**config.mk**
```make
export PLATFORM = sky130hd
export DESIGN_NAME = fp_div_iter
export DESIGN_NICKNAME = d
export VERILOG_FILES = /design/src/rtl/fp_div_iter.sv
export SDC_FILE = /design/constraint.sdc
export NUM_CORES = 1
export LEC_CHECK = 0
export BUFFER_PORTS_ARGS = -buffer_cell sky130_fd_sc_hd__buf_2
export CAP_MARGIN = 25
export CORE_MARGIN = 2
export CORE_UTILIZATION = 40
export DETAILED_ROUTE_END_ITERATION = 16
export HOLD_SLACK_MARGIN = 0.15
export PLACE_DENSITY = 0.72
export SLEW_MARGIN = 25
export SYNTH_ARGS = -nofsm -noshare
export SYNTH_HDL_FRONTEND = slang
export SYNTH_SLANG_ARGS = --single-unit
```
**constraint.sdc**
```tcl
create_clock -name aclk -period 3.05 [get_ports aclk]
set_clock_uncertainty 0.2 [all_clocks]
set_input_delay 0.61 -clock aclk [delete_from_list [all_inputs] [get_ports aclk]]
set_output_delay 0.61 -clock aclk [all_outputs]
set_load 0.01 [all_outputs]
```
**src/rtl/fp_div_iter.sv**
```systemverilog
// fp_div_iter: iterative floating-point divider (a / b), one operation in flight.
//   Radix-2 restoring mantissa recurrence, round-to-nearest-even, flush-to-zero
//   for subnormal inputs and underflowing results.
// Ports:
//   aclk, aresetn         clock; asynchronous reset, active-high despite the name
//   s_axis_a_*            dividend {sign, exp, frac}, tuser sideband sampled with it
//   s_axis_b_*            divisor; both operands are taken in one joint handshake
//   m_axis_result_*       quotient with its tuser, held stable under backpressure
//   flag                  {invalid, div_by_zero, overflow, underflow, inexact}
module fp_div_iter #(
    parameter int EXP     = 5,
    parameter int FRA     = 10,
    parameter int TUSER_W = 4
) (
    input  logic               aclk,
    input  logic               aresetn,
    input  logic [EXP+FRA:0]   s_axis_a_tdata,
    input  logic               s_axis_a_tvalid,
    output logic               s_axis_a_tready,
    input  logic [TUSER_W-1:0] s_axis_a_tuser,
    input  logic [EXP+FRA:0]   s_axis_b_tdata,
    input  logic               s_axis_b_tvalid,
    output logic               s_axis_b_tready,
    output logic [EXP+FRA:0]   m_axis_result_tdata,
    output logic               m_axis_result_tvalid,
    input  logic               m_axis_result_tready,
    output logic [TUSER_W-1:0] m_axis_result_tuser,
    output logic [4:0]         flag
);
    localparam int W    = EXP + FRA + 1;
    localparam int N    = FRA + 3;
    localparam int EW   = EXP + 2;
    localparam int CW   = $clog2(N);
    localparam int BIAS = (1 << (EXP - 1)) - 1;
    localparam int EMAX = (1 << EXP) - 1;
    localparam logic [W-1:0] QNAN = {1'b0, {EXP{1'b1}}, 1'b1, {(FRA-1){1'b0}}};

    typedef enum logic [1:0] {S_IDLE, S_DIV, S_NORM, S_OUT} state_t;

    state_t               state_q, state_d;
    logic                 tready_q, tready_d;
    logic [CW-1:0]        cnt_q, cnt_d;
    logic [FRA+2:0]       rem_q, rem_d;
    logic [FRA:0]         mb_q, mb_d;
    // The leading quotient bit is always 1 after pre-alignment, so only the
    // bits below it are kept: FRA fraction bits, guard, round.
    logic [FRA+1:0]       quo_q, quo_d;
    logic signed [EW-1:0] e_q, e_d;
    logic                 sign_q, sign_d;
    logic                 special_q, special_d;
    logic [W-1:0]         spec_data_q, spec_data_d;
    logic [4:0]           spec_flag_q, spec_flag_d;
    logic [TUSER_W-1:0]   user_q, user_d;
    logic [W-1:0]         out_data_q, out_data_d;
    logic                 out_valid_q, out_valid_d;
    logic [TUSER_W-1:0]   out_user_q, out_user_d;
    logic [4:0]           flag_q, flag_d;

    logic [EXP-1:0] ea, eb;
    logic [FRA-1:0] fa, fb;
    logic           s_ab;
    logic           a_zero, b_zero, a_inf, b_inf, a_nan, b_nan;
    logic [FRA:0]   ma, mb;
    logic           a_lt;
    logic           accept;
    logic           is_special;
    logic [W-1:0]   spec_data;
    logic [4:0]     spec_flag;
    logic           rem_ge;
    logic [FRA+2:0] rem_sub;
    logic           g_bit, r_bit, st_bit, rnd_up;
    logic [FRA:0]   frac_sum;
    int             e_int;

    always_comb begin
        // unpack
        ea     = s_axis_a_tdata[W-2:FRA];
        eb     = s_axis_b_tdata[W-2:FRA];
        fa     = s_axis_a_tdata[FRA-1:0];
        fb     = s_axis_b_tdata[FRA-1:0];
        s_ab   = s_axis_a_tdata[W-1] ^ s_axis_b_tdata[W-1];
        a_zero = (ea == '0);
        b_zero = (eb == '0);
        a_inf  = (ea == '1) && (fa == '0);
        b_inf  = (eb == '1) && (fb == '0);
        a_nan  = (ea == '1) && (fa != '0);
        b_nan  = (eb == '1) && (fb != '0);
        ma     = {1'b1, fa};
        mb     = {1'b1, fb};
        a_lt   = (ma < mb);

        // special-operand results; inf/0 counts as inf/finite, so inf_a wins over zero_b
        is_special = 1'b1;
        spec_data  = '0;
        spec_flag  = '0;
        if (a_nan || b_nan || (a_zero && b_zero) || (a_inf && b_inf)) begin
            spec_data = QNAN;
            spec_flag = 5'b10000;
        end else if (a_inf) begin
            spec_data = {s_ab, {EXP{1'b1}}, {FRA{1'b0}}};
        end else if (b_zero) begin
            spec_data = {s_ab, {EXP{1'b1}}, {FRA{1'b0}}};
            spec_flag = 5'b01000;
        end else if (a_zero || b_inf) begin
            spec_data = {s_ab, {(W-1){1'b0}}};
        end else begin
            is_special = 1'b0;
        end

        // one recurrence step
        rem_ge  = (rem_q >= {2'b00, mb_q});
        rem_sub = rem_ge ? (rem_q - {2'b00, mb_q}) : rem_q;

        // rounding: a carry out of the fraction means the mantissa reached 2.0;
        // the fraction field is then already zero and only the exponent moves
        g_bit    = quo_q[1];
        r_bit    = quo_q[0];
        st_bit   = (rem_q != '0);
        rnd_up   = g_bit & (r_bit | st_bit | quo_q[2]);
        frac_sum = {1'b0, quo_q[FRA+1:2]} + {{FRA{1'b0}}, rnd_up};
        e_int    = int'(e_q) + int'(frac_sum[FRA]);

        accept = (state_q == S_IDLE) && tready_q && s_axis_a_tvalid && s_axis_b_tvalid;

        state_d     = state_q;
        cnt_d       = cnt_q;
        rem_d       = rem_q;
        mb_d        = mb_q;
        quo_d       = quo_q;
        e_d         = e_q;
        sign_d      = sign_q;
        special_d   = special_q;
        spec_data_d = spec_data_q;
        spec_flag_d = spec_flag_q;
        user_d      = user_q;
        out_data_d  = out_data_q;
        out_valid_d = out_valid_q;
        out_user_d  = out_user_q;
        flag_d      = flag_q;

        case (state_q)
            S_IDLE: begin
                if (accept) begin
                    sign_d      = s_ab;
                    user_d      = s_axis_a_tuser;
                    special_d   = is_special;
                    spec_data_d = spec_data;
                    spec_flag_d = spec_flag;
                    // pre-align so the quotient lies in [1, 2)
                    rem_d       = a_lt ? {1'b0, ma, 1'b0} : {2'b00, ma};
                    mb_d        = mb;
                    e_d         = EW'(ea) - EW'(eb) + EW'(BIAS) - EW'(a_lt);
                    cnt_d       = '0;
                    quo_d       = '0;
                    state_d     = is_special ? S_NORM : S_DIV;
                end
            end
            S_DIV: begin
                rem_d = rem_sub << 1;
                quo_d = {quo_q[FRA:0], rem_ge};
                cnt_d = cnt_q + 1'b1;
                if (cnt_q == CW'(N - 1)) begin
                    state_d = S_NORM;
                end
            end
            S_NORM: begin
                out_user_d  = user_q;
                out_valid_d = 1'b1;
                state_d     = S_OUT;
                if (special_q) begin
                    out_data_d = spec_data_q;
                    flag_d     = spec_flag_q;
                end else if (e_int >= EMAX) begin
                    out_data_d = {sign_q, {EXP{1'b1}}, {FRA{1'b0}}};
                    flag_d     = 5'b00101;
                end else if (e_int <= 0) begin
                    out_data_d = {sign_q, {(W-1){1'b0}}};
                    flag_d     = 5'b00011;
                end else begin
                    out_data_d = {sign_q, EXP'(e_int), frac_sum[FRA-1:0]};
                    flag_d     = {4'b0000, g_bit | r_bit | st_bit};
                end
            end
            S_OUT: begin
                if (m_axis_result_tready) begin
                    out_valid_d = 1'b0;
                    state_d     = S_IDLE;
                end
            end
            default: state_d = S_IDLE;
        endcase

        tready_d = (state_d == S_IDLE);
    end

    always_ff @(posedge aclk or posedge aresetn) begin
        if (aresetn) begin
            state_q     <= S_IDLE;
            tready_q    <= 1'b0;
            cnt_q       <= '0;
            rem_q       <= '0;
            mb_q        <= '0;
            quo_q       <= '0;
            e_q         <= '0;
            sign_q      <= 1'b0;
            special_q   <= 1'b0;
            spec_data_q <= '0;
            spec_flag_q <= '0;
            user_q      <= '0;
            out_data_q  <= '0;
            out_valid_q <= 1'b0;
            out_user_q  <= '0;
            flag_q      <= '0;
        end else begin
            state_q     <= state_d;
            tready_q    <= tready_d;
            cnt_q       <= cnt_d;
            rem_q       <= rem_d;
            mb_q        <= mb_d;
            quo_q       <= quo_d;
            e_q         <= e_d;
            sign_q      <= sign_d;
            special_q   <= special_d;
            spec_data_q <= spec_data_d;
            spec_flag_q <= spec_flag_d;
            user_q      <= user_d;
            out_data_q  <= out_data_d;
            out_valid_q <= out_valid_d;
            out_user_q  <= out_user_d;
            flag_q      <= flag_d;
        end
    end

    assign s_axis_a_tready      = tready_q;
    assign s_axis_b_tready      = tready_q;
    assign m_axis_result_tdata  = out_data_q;
    assign m_axis_result_tvalid = out_valid_q;
    assign m_axis_result_tuser  = out_user_q;
    assign flag                 = flag_q;

endmodule

```
-- Word level (Yosys, flattened, before mapping)
Index checks and enable logic that the tools add are counted.
Widths: inputs -> output; s select.
- bits in registers: 103
- input port bits: 41
- output and inout bits: 28
- word-level logic and storage cells: 100
- $add $sub $neg: 7
- $lt $le $gt $ge: 4
- equality and inequality tests: 8
- muxes and demuxes: 32
- bitwise logic cells: 6
- reductions and logical operators: 27
- operators with widths (cell ; number):
    $mux 16 ; 5
    $mux 12 ; 3
    $mux 15 ; 2
    $pmux 13 s2 ; 1
    $pmux 12 s2 ; 1
    $logic_not 10->1 ; 2
    $reduce_bool 10->1 ; 2
    $ge 13x11->1 ; 1
    $mux 13 ; 1
    $reduce_bool 13->1 ; 1
    $mux 4 ; 3
    $sub 12x11->12 ; 1
    $add 10x1->11 ; 1
    $lt 11x11->1 ; 1
    $eq 5x5->1 const B ; 2
    $logic_not 5->1 ; 2
    $mux 2 ; 5
    $mux 5 ; 2
    $logic_and 1x1->1 ; 9
    $add 7x2->8 ; 1
    $ge 8x6->1 const B ; 1
    $le 8x1->1 const B ; 1
    $pmux 2 s4 ; 1
    $pmux 4 s2 ; 1
    other kinds (18) ; 34

-- Longest topological paths before layout
- depth in word-level cells: 11
- mapped depth: 16
- depth with buffers taken out: 15

-- Least setup slack after synthesis
Ideal clock, no wire load.
- path type: reg-to-reg
- start point: register quo_q[2]
- end point: register out_data_q[0] (netlist: m_axis_result_tdata[0])
- setup time: 0.076 ns
- arrival: 2.896 ns
- data required time: 2.774 ns
- path slack: -0.122 ns
- stages on the path, launching flop included: 16
- path buffers: 1
- period minus slack after synthesis: 3.172 ns
- cells stage by stage: dfrtp_1 > and2_1 > ha_1 > nand3_1 > nor2_1 > and3_1 > and3_1 > ha_1 > ha_1 > and3_1 > and2_1 > nand2_1 > a21o_1 > or3_1 > buf_2 > o21ai_1
- cells in the longest elaborated chain, start to end: 8
- elaborated cells between the ends (all ways): 9
- classes of those cells: 2 x add/sub; 2 x order compare; 3 x mux; 2 x bitwise
- RTL lines (element ; line ; source):
    start: declaration ; 47 ; logic [FRA+1:0] quo_q, quo_d;
    start signal: assignment ; 220 ; quo_q <= quo_d;
    $or 1x1->1 ; 119 ; rnd_up = g_bit & (r_bit | st_bit | quo_q[2]);
    $and 1x1->1 ; 119 ;
    $add 10x1->11 * ; 120 ; frac_sum = {1'b0, quo_q[FRA+1:2]} + {{FRA{1'b0}}, rnd_up};
    $add 7x2->8 ; 121 ; e_int = int'(e_q) + int'(frac_sum[FRA]);
    $le 8x1->1 ; 176 ; end else if (e_int <= 0) begin
    $mux 15 ; 176 ;
    $mux 15 * ; 173 ; end else if (e_int >= EMAX) begin
    $mux 16 * ; 170 ; if (special_q) begin
    end signal: assignment ; 227 ; out_data_q <= out_data_d;
    end: declaration ; 54 ; logic [W-1:0] out_data_q, out_data_d;
Every way passes the cells marked *; elsewhere a longest branch is shown, timed or not.
A chain may end at the register's enable or synchronous reset.

-- Worst setup path after layout
- start point: register quo_q[2]
- end point: register flag_q[0] (netlist: flag[0])
- cells in the longest elaborated chain, start to end: 8
- elaborated cells between the ends (all ways): 9
- classes of those cells: 2 x add/sub; 2 x order compare; 3 x mux; 2 x bitwise
- RTL lines (element ; line ; source):
    $or 1x1->1 ; 119 ;
    $and 1x1->1 ; 119 ;
    $add 10x1->11 * ; 120 ;
    $add 7x2->8 * ; 121 ;
    $le 8x1->1 ; 176 ;
    $mux 2 ; 176 ;
    $mux 3 * ; 173 ;
    $mux 5 * ; 170 ;
    end signal: assignment ; 230 ; flag_q <= flag_d;
    end: declaration ; 57 ; logic [4:0] flag_q, flag_d;
Marked as above.

==> qor_table.md <==
| Metric | Reported |
|:---|:---|
| Final Max Slew Viols | 0 |
| Inserted Diodes | 0 |
| Finished layout cell area | 0.00665 mm2 |
| Post-synth top area cell | sky130_fd_sc_hd__dfrtp_1 |
| Starting density of the core | 40.8% |
| Type of the tightest min-delay check | register to register |
| Post-detail-place hpwl | 9740 um |
| Minimum setup slack among reg-to-reg paths | 0.02 ns |
| R2R Path Start | quo_q[2]$_DFFE_PP0P_ |
| Sum of met2 wire segment lengths after detailed routing | 6370 um |
| Remaining global-route overflow | 0 |
| Slew of the pin with the lowest slew margin | 0.679 ns |
| Post-detailed-routing wire length | 13300 um |
| Share of synthesized area occupied by flip-flops and latches | 39.8% |
| Die W | 120 um |
| Maximum fanout encountered on the critical timing path | 3 |
| Yosys warnings | 0 |
| CP Cell Sequence | and2_4 -> ha_4 -> nand3_2 -> nor2_2 -> and3_4 -> and3_4 -> ha_4 -> ha_4 -> or4_4 -> a211oi_2 -> o21ai_1 -> and3_1 -> o311ai_2 |
| Iter 0 DRT Violations | 275 |
| Worst hold slack after final layout | 0.260 ns |
| H-tree depth | 3 |
| Register bit total from synthesis | 86 |
| Cell types with the largest area share after synthesis | sky130_fd_sc_hd__dfrtp_1 (40%), sky130_fd_sc_hd__nand2_1 (8.2%), sky130_fd_sc_hd__ha_1 (8.1%), sky130_fd_sc_hd__nand3_1 (3.2%), sky130_fd_sc_hd__inv_1 (3.1%) |
| Max cap viols | 0 |
| Clock-pin transition on the worst setup and hold timing paths | 0.06 ns |
| Leakage power | 3.28 nW |
| Y dimension of the die | 120 um |
| Most numerous cell types in the synthesized netlist | sky130_fd_sc_hd__nand2_1 (118), sky130_fd_sc_hd__dfrtp_1 (86), sky130_fd_sc_hd__inv_1 (45) |
| Summed instance area of the synthesized netlist | 0.00540 mm2 |
| Total power | 6.63 mW |
| Overall die area | 0.0145 mm2 |
| Tmin final | 3.03 ns |
| Critical Path Sink Type | register |
| Worst slew slack as a fraction of its limit | 54.6% |
| Synthesized area per cell | 8.67 um2 |
| Critical hold path startpoint | mb_q[10]$_DFFE_PP0P_ |
| Required arrival time at the worst endpoint | 3.09 ns |
| Startpoint type of the worst setup path | register |
| Number of instances in the synthesized netlist | 623 |
| Overall via count from detail_route | 4711 |
| Net Count, Synth | 702 |
| Leading cell type by number of instances after synthesis | sky130_fd_sc_hd__nand2_1 |
| WL per Instance | 14.9 um |
| DRT Pass-1 Iters | 4 |
| Unrepaired setup endpoints after global routing | yes |
| M1 wire length | 6250 um |
| Critical Path Most Common Cell | sky130_fd_sc_hd__ha_4 |
| Run status | complete, no violations |
| Cell depth of the worst min-delay path | 2 |
| Fraction of final layout cells sized beyond drive strength 1 | 23.9% |
| Worst-Skew Late Latency | 0.35 ns |
| Power per cell area | 998 mW/mm2 |
| Post-route DRC violation count | 0 |
| Cts bufs inserted | 9 |
| Post-synth EDFFs | 0 |
| Worst Hold End | mb_q[10]$_DFFE_PP0P_ |
| Global placer's final weighted congestion | 0.870 |
| Number of hold violations in the final report | 0 |
| Number of nets with antenna violations after routing | 0 |
| Length in cells of the worst reg-to-reg path | 13 |
| Arrival time of the worst setup path | 3.07 ns |
| Ports | 69 |
| Sum of met3 wire segment lengths after detailed routing | 536 um |
| Worst slack at placement | -0.0789 ns |
| Final cell utilization of the core | 50.2% |
| Vias in the first global route | 4613 |
| Pin count of the biggest net entering global routing | 43 |
| Count of unique library cells instantiated by Yosys | 61 |
| CTS tree | done |
| Sinks on Clock Net | 86 |
| Prevailing post-synth register cell | sky130_fd_sc_hd__dfrtp_1 |
| Global-route wire length before repair | 22300 um |
| Growth of design area from synthesis to finish | 23.0% |
| Number of buffer cells added on primary ports | 68 |
| VDD IR max | 0.000662 V |
| Average via count per standard cell | 5.26 |
| Upper clock frequency limit | 330 MHz |
| Placeable core area | 0.0132 mm2 |
| Portion of synthesized cell area occupied by the leading cell type | 39.8% |
| Clock tree buffer depth | 2 |
| Final worst path period share | 99.3% |
| Worst reg2reg endpoint | flag[0]$_DFFE_PP0P_ |
| Number of antenna violations at the first check in global routing | 0 |
| Area after DPL | 0.00618 mm2 |
| Total GRT Usage | 19.0% |
| Setup violators final | 0 |
| Final net count | 794 |
| Row Count | 42 |
| Master of the slowest instance on the critical path | sky130_fd_sc_hd__or4_4 |
| Share of flip-flops with an asynchronous set or reset | 100% |
| Kind of critical path | register to register |
| Library cell used as clock root buffer | sky130_fd_sc_hd__clkbuf_16 |
| Final critical-path setup slack | 0.0225 ns |
| Slowest Stage Delay on Critical Path | 0.41 ns |
| Topmost layer with routed signal wires | met4 |
## flip-flops by register name (all words and copies together), names as in the netlist
name,flops
sign_q,1
user_q,4
quo_q,12
special_q,1
flag,5
m_axis_result_tvalid,1
m_axis_result_tuser,4
rem_q,13
spec_flag_q,1
cnt_q,4
state_q,2
s_axis_a_tready,1
spec_data_q,3
e_q,7
m_axis_result_tdata,16
mb_q,11
## layer usage
| layer | vias up | GRT usage (%) |
|---|---|---|
| li1 | 2352 | - |
| met1 | 2236 | 25.2 |
| met2 | 105 | 31.4 |
| met3 | 18 | 4.06 |
| met4 | 0 | 5.16 |
| met5 | - | 0 |
## cell type report
type	count	area [um2]
clock buffers	9	225
clock inverters	7	103
fillers	1286	6600
inverters	45	170
multi-input cells	465	3110
flip-flops and latches	86	2150
well taps	176	220
repair buffers	108	668
## worst max-delay path: cells and delay by family (launching register included)
kind	cells	cell delay, ns
and+or+nand+nor	7	1.19
AOI/OAI and AO/OA	3	0.66
adders and majority gates	3	0.47
DFF	1	0.39
## through the flow
step | TNS [ns] | cells
floorplan | 0 | 623
global placement | 0 | 875
detailed placement | -0.662 | 875
CTS | 0 | 892
global route | -0.214 | 896
finish | 0 | 896
## power by group
part	switching (mW)	internal (mW)
sequential	0.453	1.62
clock	0.479	0.727
combinational	1.88	1.48
total	2.81	3.82
## what timing repair did
item                                   CTS  global route
gates cloned                             0             1
setup buffers                            0             3
resized for setup                        4            20
setup endpoints to repair               11            11
pin swaps                                0            16
endpoints found under the hold margin   19             0
hold buffers                             1             0
## worst max-delay path by stage
| stage | end | cells past startpoint | from | slack [ns] |
|---|---|---|---|---|
| global route | flag[0]$_DFFE_PP0P_ | 13 | quo_q[2]$_DFFE_PP0P_ | -0.08 |
| detailed placement | m_axis_result_tdata[1]$_DFFE_PP0P_ | 14 | quo_q[1]$_DFFE_PP0P_ | -0.08 |
| floorplan | m_axis_result_tdata[0]$_DFFE_PP0P_ | 15 | quo_q[2]$_DFFE_PP0P_ | 0.005 |
| CTS | m_axis_result_tdata[2]$_DFFE_PP0P_ | 14 | quo_q[1]$_DFFE_PP0P_ | 0.008 |
| global placement | m_axis_result_tdata[4]$_DFFE_PP0P_ | 13 | quo_q[1]$_DFFE_PP0P_ | 0.01 |
| finish | flag[0]$_DFFE_PP0P_ | 13 | quo_q[2]$_DFFE_PP0P_ | 0.02 |
## placed cells by master, fill, tap and decap left out, drive strengths merged, types with 11 or more instances in the layout
master,instances
a211oi,14
a21o,12
a21oi,20
and3,11
buf,107
dfrtp,86
ha,35
inv,47
nand2,118
nand3,35
nor2,35
nor3,16
nor4,11
o21ai,41
xnor2,14
## kinds of logic after synthesis
logic type               count (synthesis)  share of synthesized area, %
AO/OA/AOI/OAI                          125                          15.8
flip-flops                              86                          39.8
adder cells (fa/ha/maj)                 38                          9.22
buffers and inverters                   73                          5.47
multiplexers                            18                          3.54
AND/OR/NAND/NOR                        259                          22.2
XOR/XNOR                                24                          3.89
No activity file was read; power rests on OpenSTA's default activity.
